==> config.mk <==
export PLATFORM = sky130hd
export DESIGN_NAME = dcsg_write_sequencer
export DESIGN_NICKNAME = d
export VERILOG_FILES = /design/src/rtl/dcsg_write_sequencer.sv
export SDC_FILE = /design/constraint.sdc
export NUM_CORES = 1
export LEC_CHECK = 0
export ABC_AREA = 1
export ABC_CLOCK_PERIOD_IN_PS = 3470
export BUFFER_PORTS_ARGS = -buffer_cell sky130_fd_sc_hd__buf_2
export CELL_PAD_IN_SITES_DETAIL_PLACEMENT = 1
export CELL_PAD_IN_SITES_GLOBAL_PLACEMENT = 1
export CORE_MARGIN = 5
export CORE_UTILIZATION = 25
export DETAILED_ROUTE_END_ITERATION = 12
export GPL_TIMING_DRIVEN = 0
export HOLD_SLACK_MARGIN = 0.12
export PLACE_DENSITY_LB_ADDON = 0.15
export SKIP_LAST_GASP = 1
export SYNTH_ARGS = -nofsm -noshare
export SYNTH_HDL_FRONTEND = slang
export SYNTH_SLANG_ARGS = --single-unit
==> constraint.sdc <==
create_clock -name clk -period 3.47 [get_ports clk]
set_input_delay 0.694 -clock clk [delete_from_list [all_inputs] [get_ports clk]]
set_output_delay 0.694 -clock clk [all_outputs]
set_load 0.02 [all_outputs]
==> src/rtl/dcsg_write_sequencer.sv <==
// dcsg_write_sequencer: drains a command FIFO of DCSG register writes onto the I/O bus with a post-write gap.
// Optional bus_ready timeout with sticky err_timeout when DCSG_WRITE_SEQUENCER_TIMEOUT_EN is defined.
module dcsg_write_sequencer #(
  parameter int FIFO_DEPTH_LOG2 = 4,
  parameter int GAP_TICKS = 32,
  parameter logic [7:0] PORT0_ADDR = 8'h7E,
  parameter logic [7:0] PORT1_ADDR = 8'h7F,
  parameter int TIMEOUT_CYCLES = 255
) (
  input  logic       clk,
  input  logic       reset,
  input  logic       enable,
  input  logic       cmd_valid,
  output logic       cmd_ready,
  input  logic       cmd_port,
  input  logic [7:0] cmd_data,
  output logic       bus_ioreq,
  output logic [7:0] bus_address,
  output logic       bus_write,
  output logic       bus_valid,
  input  logic       bus_ready,
  output logic [7:0] bus_wdata,
  output logic       busy,
  output logic       err_timeout,
  input  logic       err_clear
);
  localparam int AW = FIFO_DEPTH_LOG2;
  localparam int DEPTH = 1 << AW;
  localparam int GW = GAP_TICKS > 0 ? $clog2(GAP_TICKS + 1) : 1;
  typedef enum logic [1:0] {S_IDLE, S_REQ, S_GAP} state_t;
  state_t r_state, w_state_nxt;
  logic [8:0] r_mem [DEPTH];
  logic [AW-1:0] r_wr_ptr, r_rd_ptr;
  logic [AW:0] r_count, w_count_nxt;
  logic r_cmd_ready, r_busy;
  logic [7:0] r_addr, r_wdata;
  logic [GW-1:0] r_gap, w_gap_nxt;
  logic w_push, w_pop, w_done, w_abort;

  assign w_push = cmd_valid & r_cmd_ready;
  assign w_pop = (r_state == S_IDLE) && (r_count != '0);
  assign w_done = (r_state == S_REQ) && (bus_ready || w_abort);
  assign w_count_nxt = r_count + (AW+1)'(w_push) - (AW+1)'(w_pop);

`ifdef DCSG_WRITE_SEQUENCER_TIMEOUT_EN
  logic [7:0] r_tcnt;
  logic r_err;
  // bus_ready on the expiry cycle wins: w_done completes normally with no error
  assign w_abort = (r_state == S_REQ) && !bus_ready && (r_tcnt == 8'(TIMEOUT_CYCLES - 1));
  assign err_timeout = r_err;
  always_ff @(posedge clk or posedge reset) begin
    if (reset) begin
      r_tcnt <= '0;
      r_err <= 1'b0;
    end else begin
      r_tcnt <= (r_state == S_REQ) ? r_tcnt + 8'd1 : 8'd0;
      r_err <= w_abort | (r_err & ~err_clear);
    end
  end
`else
  logic w_unused;
  assign w_unused = err_clear ^ (TIMEOUT_CYCLES == 0);
  assign w_abort = 1'b0;
  assign err_timeout = 1'b0;
`endif

  always_comb begin
    w_state_nxt = r_state;
    w_gap_nxt = r_gap;
    if (w_pop) begin
      w_state_nxt = S_REQ;
    end else if (w_done) begin
      w_state_nxt = GAP_TICKS == 0 ? S_IDLE : S_GAP;
      w_gap_nxt = GW'(GAP_TICKS);
    end else if (r_state == S_GAP && enable) begin
      w_gap_nxt = r_gap - GW'(1);
      w_state_nxt = r_gap == GW'(1) ? S_IDLE : S_GAP;
    end
  end

  always_ff @(posedge clk) begin
    if (w_push) r_mem[r_wr_ptr] <= {cmd_port, cmd_data};
  end

  always_ff @(posedge clk or posedge reset) begin
    if (reset) begin
      r_state <= S_IDLE;
      r_wr_ptr <= '0;
      r_rd_ptr <= '0;
      r_count <= '0;
      r_cmd_ready <= 1'b0;
      r_busy <= 1'b0;
      r_addr <= 8'h00;
      r_wdata <= 8'h00;
      r_gap <= '0;
    end else begin
      r_state <= w_state_nxt;
      r_gap <= w_gap_nxt;
      r_count <= w_count_nxt;
      r_cmd_ready <= w_count_nxt != (AW+1)'(DEPTH);
      r_busy <= (w_count_nxt != '0) || (w_state_nxt != S_IDLE);
      if (w_push) r_wr_ptr <= r_wr_ptr + AW'(1);
      if (w_pop) begin
        r_rd_ptr <= r_rd_ptr + AW'(1);
        r_addr <= r_mem[r_rd_ptr][8] ? PORT1_ADDR : PORT0_ADDR;
        r_wdata <= r_mem[r_rd_ptr][7:0];
      end
    end
  end

  assign cmd_ready = r_cmd_ready;
  assign busy = r_busy;
  assign bus_valid = r_state == S_REQ;
  assign bus_ioreq = bus_valid;
  assign bus_write = bus_valid;
  assign bus_address = r_addr;
  assign bus_wdata = r_wdata;
endmodule

==> results.cfg, run 1 <==
[outcome]
status = finished, final reports clean

[logic_synthesis]
synth_cell_types = 27
synthesis.instances = 775
syn_area_um2 = 7930
avgSynthCellArea_um2 = 10.2
seq_area_frac_synth_pct = 65.0
synth_seq_cells = 177
yosysWarnings = 0

[clocking]
post_cts_resized = 0
clk_latency_ns = 0.43
cts_buffer_depth = 2
postCtsSetupBuffers = 0
numCtsBuffers = 17
cts.clk_slew.worst_paths_ns = 0.07
cts.root.buffer_cell = clkbuf_16
cts-hold-fix-buffers = 0
cts_max_level = 4
clock-sinks = 177
cts_tree = yes

[layout]
multi_input_area_um2 = 1970
ff_latch_area_um2 = 5150
nFillCells = 3544
nets = 856
drive_gt1_share_pct = 13.4
area_growth_pct = 16.0

[timing]
hold_viol = 0
rsz0062_at_grt = no
tightest_slew_ns = 1.01
slew-limit-headroom_pct = 32.2
max_freq_mhz = 362
post-route-min-period_ns = 2.76
setup_violations = 0
final_max_slew_viol_count = 0
period_share_pct = 79.6
fin_skew_ns = 0.0150
tns_ns = 0

[routing]
routedWlPerCell_um = 17.5
drc = 0
drt_iter0_markers = 244
wl_um = 21800
avgViaCountPerCell = 4.19
drt-pass1-iter-count = 4
ant_nets = 0
vias = 5214

[floorplan]
die_h_um = 188
dieArea_um2 = 35400
core-area_um2 = 31400
die_w_um = 188
std_cell_rows = 65
io_pins = 37
start_util_pct = 25.2

[worst_hold_path]
hp-class = in -> async

[global_routing]
gr-usage-all-layers_pct = 12.8
grt_antenna_before_repair = 0
grt_pass1_wl_um = 33800
overflow = 0
grt_max_degree = 34
grt_pass1_vias = 5586

[critical_path]
crit_arrival_ns = 3.08
worstSetupStartpoint = r_count[3]
worstPathRequired_ns = 3.79
critPathLaunchType = flip-flop
r2r-start = r_count[3]
worst-path-max-fanout = 7
critical_path.endpoint_type = flip-flop
critPathKind = reg -> reg

[power]
sequentialPowerShare_pct = 37.0
p_sw_share_pct = 38.7
clkPwrFrac_pct = 25.9
p_int_uw = 4670
finalPower_uw = 7620
power.leakage_uw = 0.00401
power_switching_uw = 2950
p_per_area_nw_per_um2 = 828
comb_power_share_pct = 37.0
ir_drop_mv = 0.322

[flow_run]
max_cap_viol_count = 0

[place]
port_buffers = 33
gp_routability_congestion = 0.762
dp_hpwl_um = 15500
placed cells by master (no fill, tap or decap), types with 4 or more instances in the layout:
| cell | instances |
|---|---|
| dfrtp_1 | 33 |
| edfxtp_1 | 144 |
| nand2_1 | 239 |
| o21ai_0 | 7 |
| nor2_1 | 22 |
| buf_4 | 18 |
| clkinvlp_4 | 4 |
| inv_1 | 128 |
| clkbuf_16 | 17 |
| xor2_1 | 8 |
| ha_1 | 12 |
| a21oi_1 | 5 |
| inv_6 | 5 |
| inv_2 | 4 |
| buf_6 | 7 |
| nand3_1 | 119 |
| buf_2 | 43 |
per-stage QoR:
step	util, %	std cells	hold WS (ns)	instance area [um2]	setup slack (ns)
after floorplan	-	776	0.451	7930	1.29
after CTS	29.3	1243	0.423	9190	0.711
after global placement	27.4	1211	0.464	8600	0.750
final	29.3	1244	0.402	9200	0.709
after global routing	29.3	1243	0.459	9190	0.471
after detailed placement	27.4	1211	0.468	8600	0.727
metal layers:
metal  vias to the layer above  GRT usage, %  share of wire (%)
met1                      2559          17.5                 49
li1                       2587             -                  -
met2                        52          21.1                 48
met4                         0          3.42                1.0
met5                         -             0                  0
met3                        16          2.05                2.2
registers in the layout, indices dropped and copies added, names as in the netlist:
name	count
r_mem	144
bus_wdata	8
r_gap	6
r_count	5
r_rd_ptr	4
r_wr_ptr	4
bus_address	2
r_state	2
busy	1
cmd_ready	1
worst max-delay path: stages (launching register included):
cell and delay [ns]:
dfrtp_1 0.39, inv_1 0.10, ha_1 0.17, nand3_1 0.14, nand3_2 0.13, inv_1 0.17
nand2_1 0.21, nand2_1 0.08, ha_1 0.23, fa_1 0.41, xnor2_1 0.25, nand2_1 0.08
nor2_1 0.19, nand3_1 0.10
path summary, 6_finish.rpt:
path | endpoint | slack [ns] | cells after the start
worst max-delay path | busy | 0.71 | 13
worst min-delay path | busy | 0.40 | 2
worst max register to register | busy | 0.71 | 13
worst min register to register | bus_address[0] | 0.48 | 2
max in group asynchronous | r_rd_ptr[3] | 2.56 | 2
min in group clk | bus_address[0] | 0.48 | 2
cells in the mapped netlist, drive strengths merged:
cell type,count,share of area [%]
nand2,241,11
edfxtp,144,55
inv,132,6.3
nand3,120,7.6
buf,35,3.3
dfrtp,33,10
nor2,23,1.1
ha,12,1.9
o21ai,8,0.51
xor2,8,0.88
a21oi,6,0.43
clkbuf,3,0.52
nand4,2,0.16
o22ai,2,0.16
xnor2,2,0.22
clkinv,1,0.047
conb,1,0.047
fa,1,0.25
or2,1,0.079
power by group through the flow:
| stage | sequential, uW | combinational (uW) | clock, uW |
|---|---|---|---|
| global placement | 2870 | 2870 | 0 |
| detailed placement | 2870 | 2890 | 0 |
| CTS | 2830 | 2910 | 2050 |
| global route | 2860 | 3200 | 2130 |
| floorplan | 2900 | 1870 | 0 |
| finish | 2820 | 2820 | 1980 |
cell type report:
cell class	count	share of cell area, %
Tap cell	402	5.47
Buffer	38	3.32
Inverter	133	5.43
Timing Repair Buffer	33	1.80
Sequential cell	177	56.0
Clock buffer	17	4.63
Multi-Input combinational cell	428	21.5
Clock inverter	15	1.85
Antenna cell	1	0.0272
logic make-up (layout without fill, tap and decap cells):
logic type | Yosys count | count (layout) | synth area share [%]
xor gates and xnor gates | 10 | 10 | 1.11
other | 1 | 3 | 0.0473
adders and majority gates | 13 | 13 | 2.15
buffers and inverters | 171 | 236 | 10.2
and+or+nand+nor | 387 | 387 | 20.5
AOI/OAI and AO/OA | 16 | 16 | 1.09
DFF | 177 | 177 | 65.0
(Power assumes the default switching activity.)
==> inputs of run 2 (changes only) <==
--- a/config.mk
+++ b/config.mk
@@ -6,7 +6,7 @@
 export NUM_CORES = 1
 export LEC_CHECK = 0
 export ABC_AREA = 1
-export ABC_CLOCK_PERIOD_IN_PS = 3470
+export ABC_CLOCK_PERIOD_IN_PS = 2450
 export BUFFER_PORTS_ARGS = -buffer_cell sky130_fd_sc_hd__buf_2
 export CELL_PAD_IN_SITES_DETAIL_PLACEMENT = 1
 export CELL_PAD_IN_SITES_GLOBAL_PLACEMENT = 1
==> constraint.sdc (replaced) <==
create_clock -name clk -period 2.45 [get_ports clk]
set_input_delay 0.49 -clock clk [delete_from_list [all_inputs] [get_ports clk]]
set_output_delay 0.49 -clock clk [all_outputs]
set_load 0.02 [all_outputs]
==> run 2 against run 1 <==
- flip-flop and latch count stayed put
- sequential power grew 42%
- design area is 1.5% higher
- clock skew fell by 0.0047 ns
- worst setup slack worse by 0.50 ns
- utilization up 0.45 points
==> results.cfg, run 2 (synthesis results as in run 1) <==
[timing]
setup_violations = 0
period_share_pct = 91.6
slew-limit-headroom_pct = 33.7
final.setup.worst_slack_ns = 0.205
fin_skew_ns = 0.0103
final_max_slew_viol_count = 0
post-route-min-period_ns = 2.25
hold_viol = 0
max_freq_mhz = 445
tightest_slew_ns = 0.990
tns_ns = 0

[power]
comb_power_share_pct = 38.1
p_per_area_nw_per_um2 = 1180
p_sw_share_pct = 38.9
sequentialPowerShare_pct = 36.4
clkPwrFrac_pct = 25.5
ir_drop_mv = 0.459
finalPower_uw = 11000
p_int_uw = 6720
power.leakage_uw = 0.00404
power_switching_uw = 4280

[place]
dp_hpwl_um = 15500
place_area_um2 = 8600
port_buffers = 33
gp_routability_congestion = 0.762
place_ws_ns = -0.293

[global_routing]
grt_max_degree = 34
gr-usage-all-layers_pct = 12.8
use_met2_pct = 21.2
overflow = 0
met1_usage_pct = 17.6
busiest_layer = met2
grt_pass1_vias = 5610
grt_pass1_wl_um = 33900
grt_antenna_before_repair = 0
grt_use_met3_pct = 2.05

[critical_path]
r2r_end = busy
r2r_cells = 13
setup.worst_path.end = busy
worst-path-max-fanout = 10
critPathKind = reg -> reg
critPathLaunchType = flip-flop
rrSetupSlack_ns = 0.20
slowest_delay_ns = 0.44
crit_arrival_ns = 2.56
cp_slowest_cell = fa_2
worstPathCellList = inv_2 -> ha_4 -> nand3_4 -> nand3_4 -> buf_6 -> nand2_1 -> nand2_2 -> ha_4 -> fa_2 -> nor2_1 -> nand2_1 -> nor2_2 -> nand3_1
worstSetupStartpoint = r_count[3]
r2r-start = r_count[3]
worstPathRequired_ns = 2.76
critical_path.endpoint_type = flip-flop

[floorplan]
io_pins = 37
dieArea_um2 = 35400
die_h_um = 188
core-area_um2 = 31400
die_w_um = 188
start_util_pct = 25.2
std_cell_rows = 65

[clocking]
cts_tree = yes
numCtsBuffers = 17
clk_latency_ns = 0.44
cts.root.buffer_cell = clkbuf_16
clock-sinks = 177
cts.clk_slew.worst_paths_ns = 0.07
cts_max_level = 4
cts-hold-fix-buffers = 0
cts_buffer_depth = 2

[layout]
most-common-layout-cells = nand2_1, edfxtp_1, inv_1
area_growth_pct = 17.8
largest_reg_flops = 144
drive_gt1_share_pct = 15.8
largest_register = r_mem
nets = 862
final_common_cell = nand2_1
finalInstanceArea_um2 = 9340

[routing]
drt-pass1-iter-count = 4
drc = 0
routedWlPerCell_um = 17.5
vias = 5260
wl_um = 21800
ant_nets = 0
avgViaCountPerCell = 4.21
drt_iter0_markers = 248

[worst_hold_path]
hp-class = in -> async

[flow_run]
max_cap_viol_count = 0

[outcome]
status = finished, final reports clean
==> run 2: worst max-delay path, delay by kind of cell, from the launching register on <==
family / cells / cell delay (ns)
AND/OR/NAND/NOR: 8 / 0.75
buffers and inverters: 2 / 0.26
adder cells (fa/ha/maj): 3 / 0.73
flip-flops: 1 / 0.39
==> run 2: worst min-delay path by stage <==
stage | startpoint | end | slack [ns] | depth (start not counted)
2_1_floorplan | r_gap[5] | r_gap[5] | 0.45 | 2
3_3_place_gp | bus_wdata[7] | bus_wdata[7] | 0.46 | 2
3_5_place_dp | bus_wdata[6] | bus_wdata[6] | 0.47 | 2
4_1_cts | reset | r_gap[4] | 0.22 | 2
5_1_grt | reset | bus_wdata[5] | 0.26 | 2
6_report | reset | busy | 0.20 | 2
==> run 2: what timing repair did <==
| action | 4_1_cts | 5_1_grt |
|---|---|---|
| endpoints found under the setup margin | 4 | 3 |
| setup buffers | 3 | 3 |
| pin swaps | 2 | 6 |
| resized for setup | 9 | 13 |
==> run 2: metal layers <==
metal  part of all wire (%)  vias up  routed length (um)
li1                       -     2599                   -
met1                     49     2596               10700
met2                     48       50               10500
met3                    1.9       15                 419
met4                    1.1        0                 230
met5                      0        -                   0
==> run 2: area by class of cell <==
type | count | area [um2]
Timing Repair Buffer | 39 | 210
Inverter | 133 | 503
Buffer | 38 | 312
Sequential cell | 177 | 5150
Fill cell | 3544 | 22100
Tap cell | 402 | 503
Multi-Input combinational cell | 428 | 2060
Clock buffer | 17 | 425
Antenna cell | 1 | 2.50
Clock inverter | 15 | 170
==> run 2: per-stage QoR <==
| stage | std cells | utilization [%] | hold WS [ns] |
|---|---|---|---|
| after CTS | 1246 | 29.5 | 0.219 |
| after global routing | 1249 | 29.7 | 0.255 |
| final | 1250 | 29.7 | 0.198 |
| after floorplan | 776 | - | 0.451 |
| after global placement | 1211 | 27.4 | 0.464 |
| after detailed placement | 1211 | 27.4 | 0.468 |
==> run 2: power by group through the flow <==
stage / Clock [uW] / Sequential, uW / Combinational, uW
3_3_place_gp: 0 / 4060 / 4060
6_report: 2810 / 4010 / 4190
3_5_place_dp: 0 / 4060 / 4100
5_1_grt: 3020 / 4060 / 4760
4_1_cts: 2900 / 4000 / 4200
2_1_floorplan: 0 / 4110 / 2650
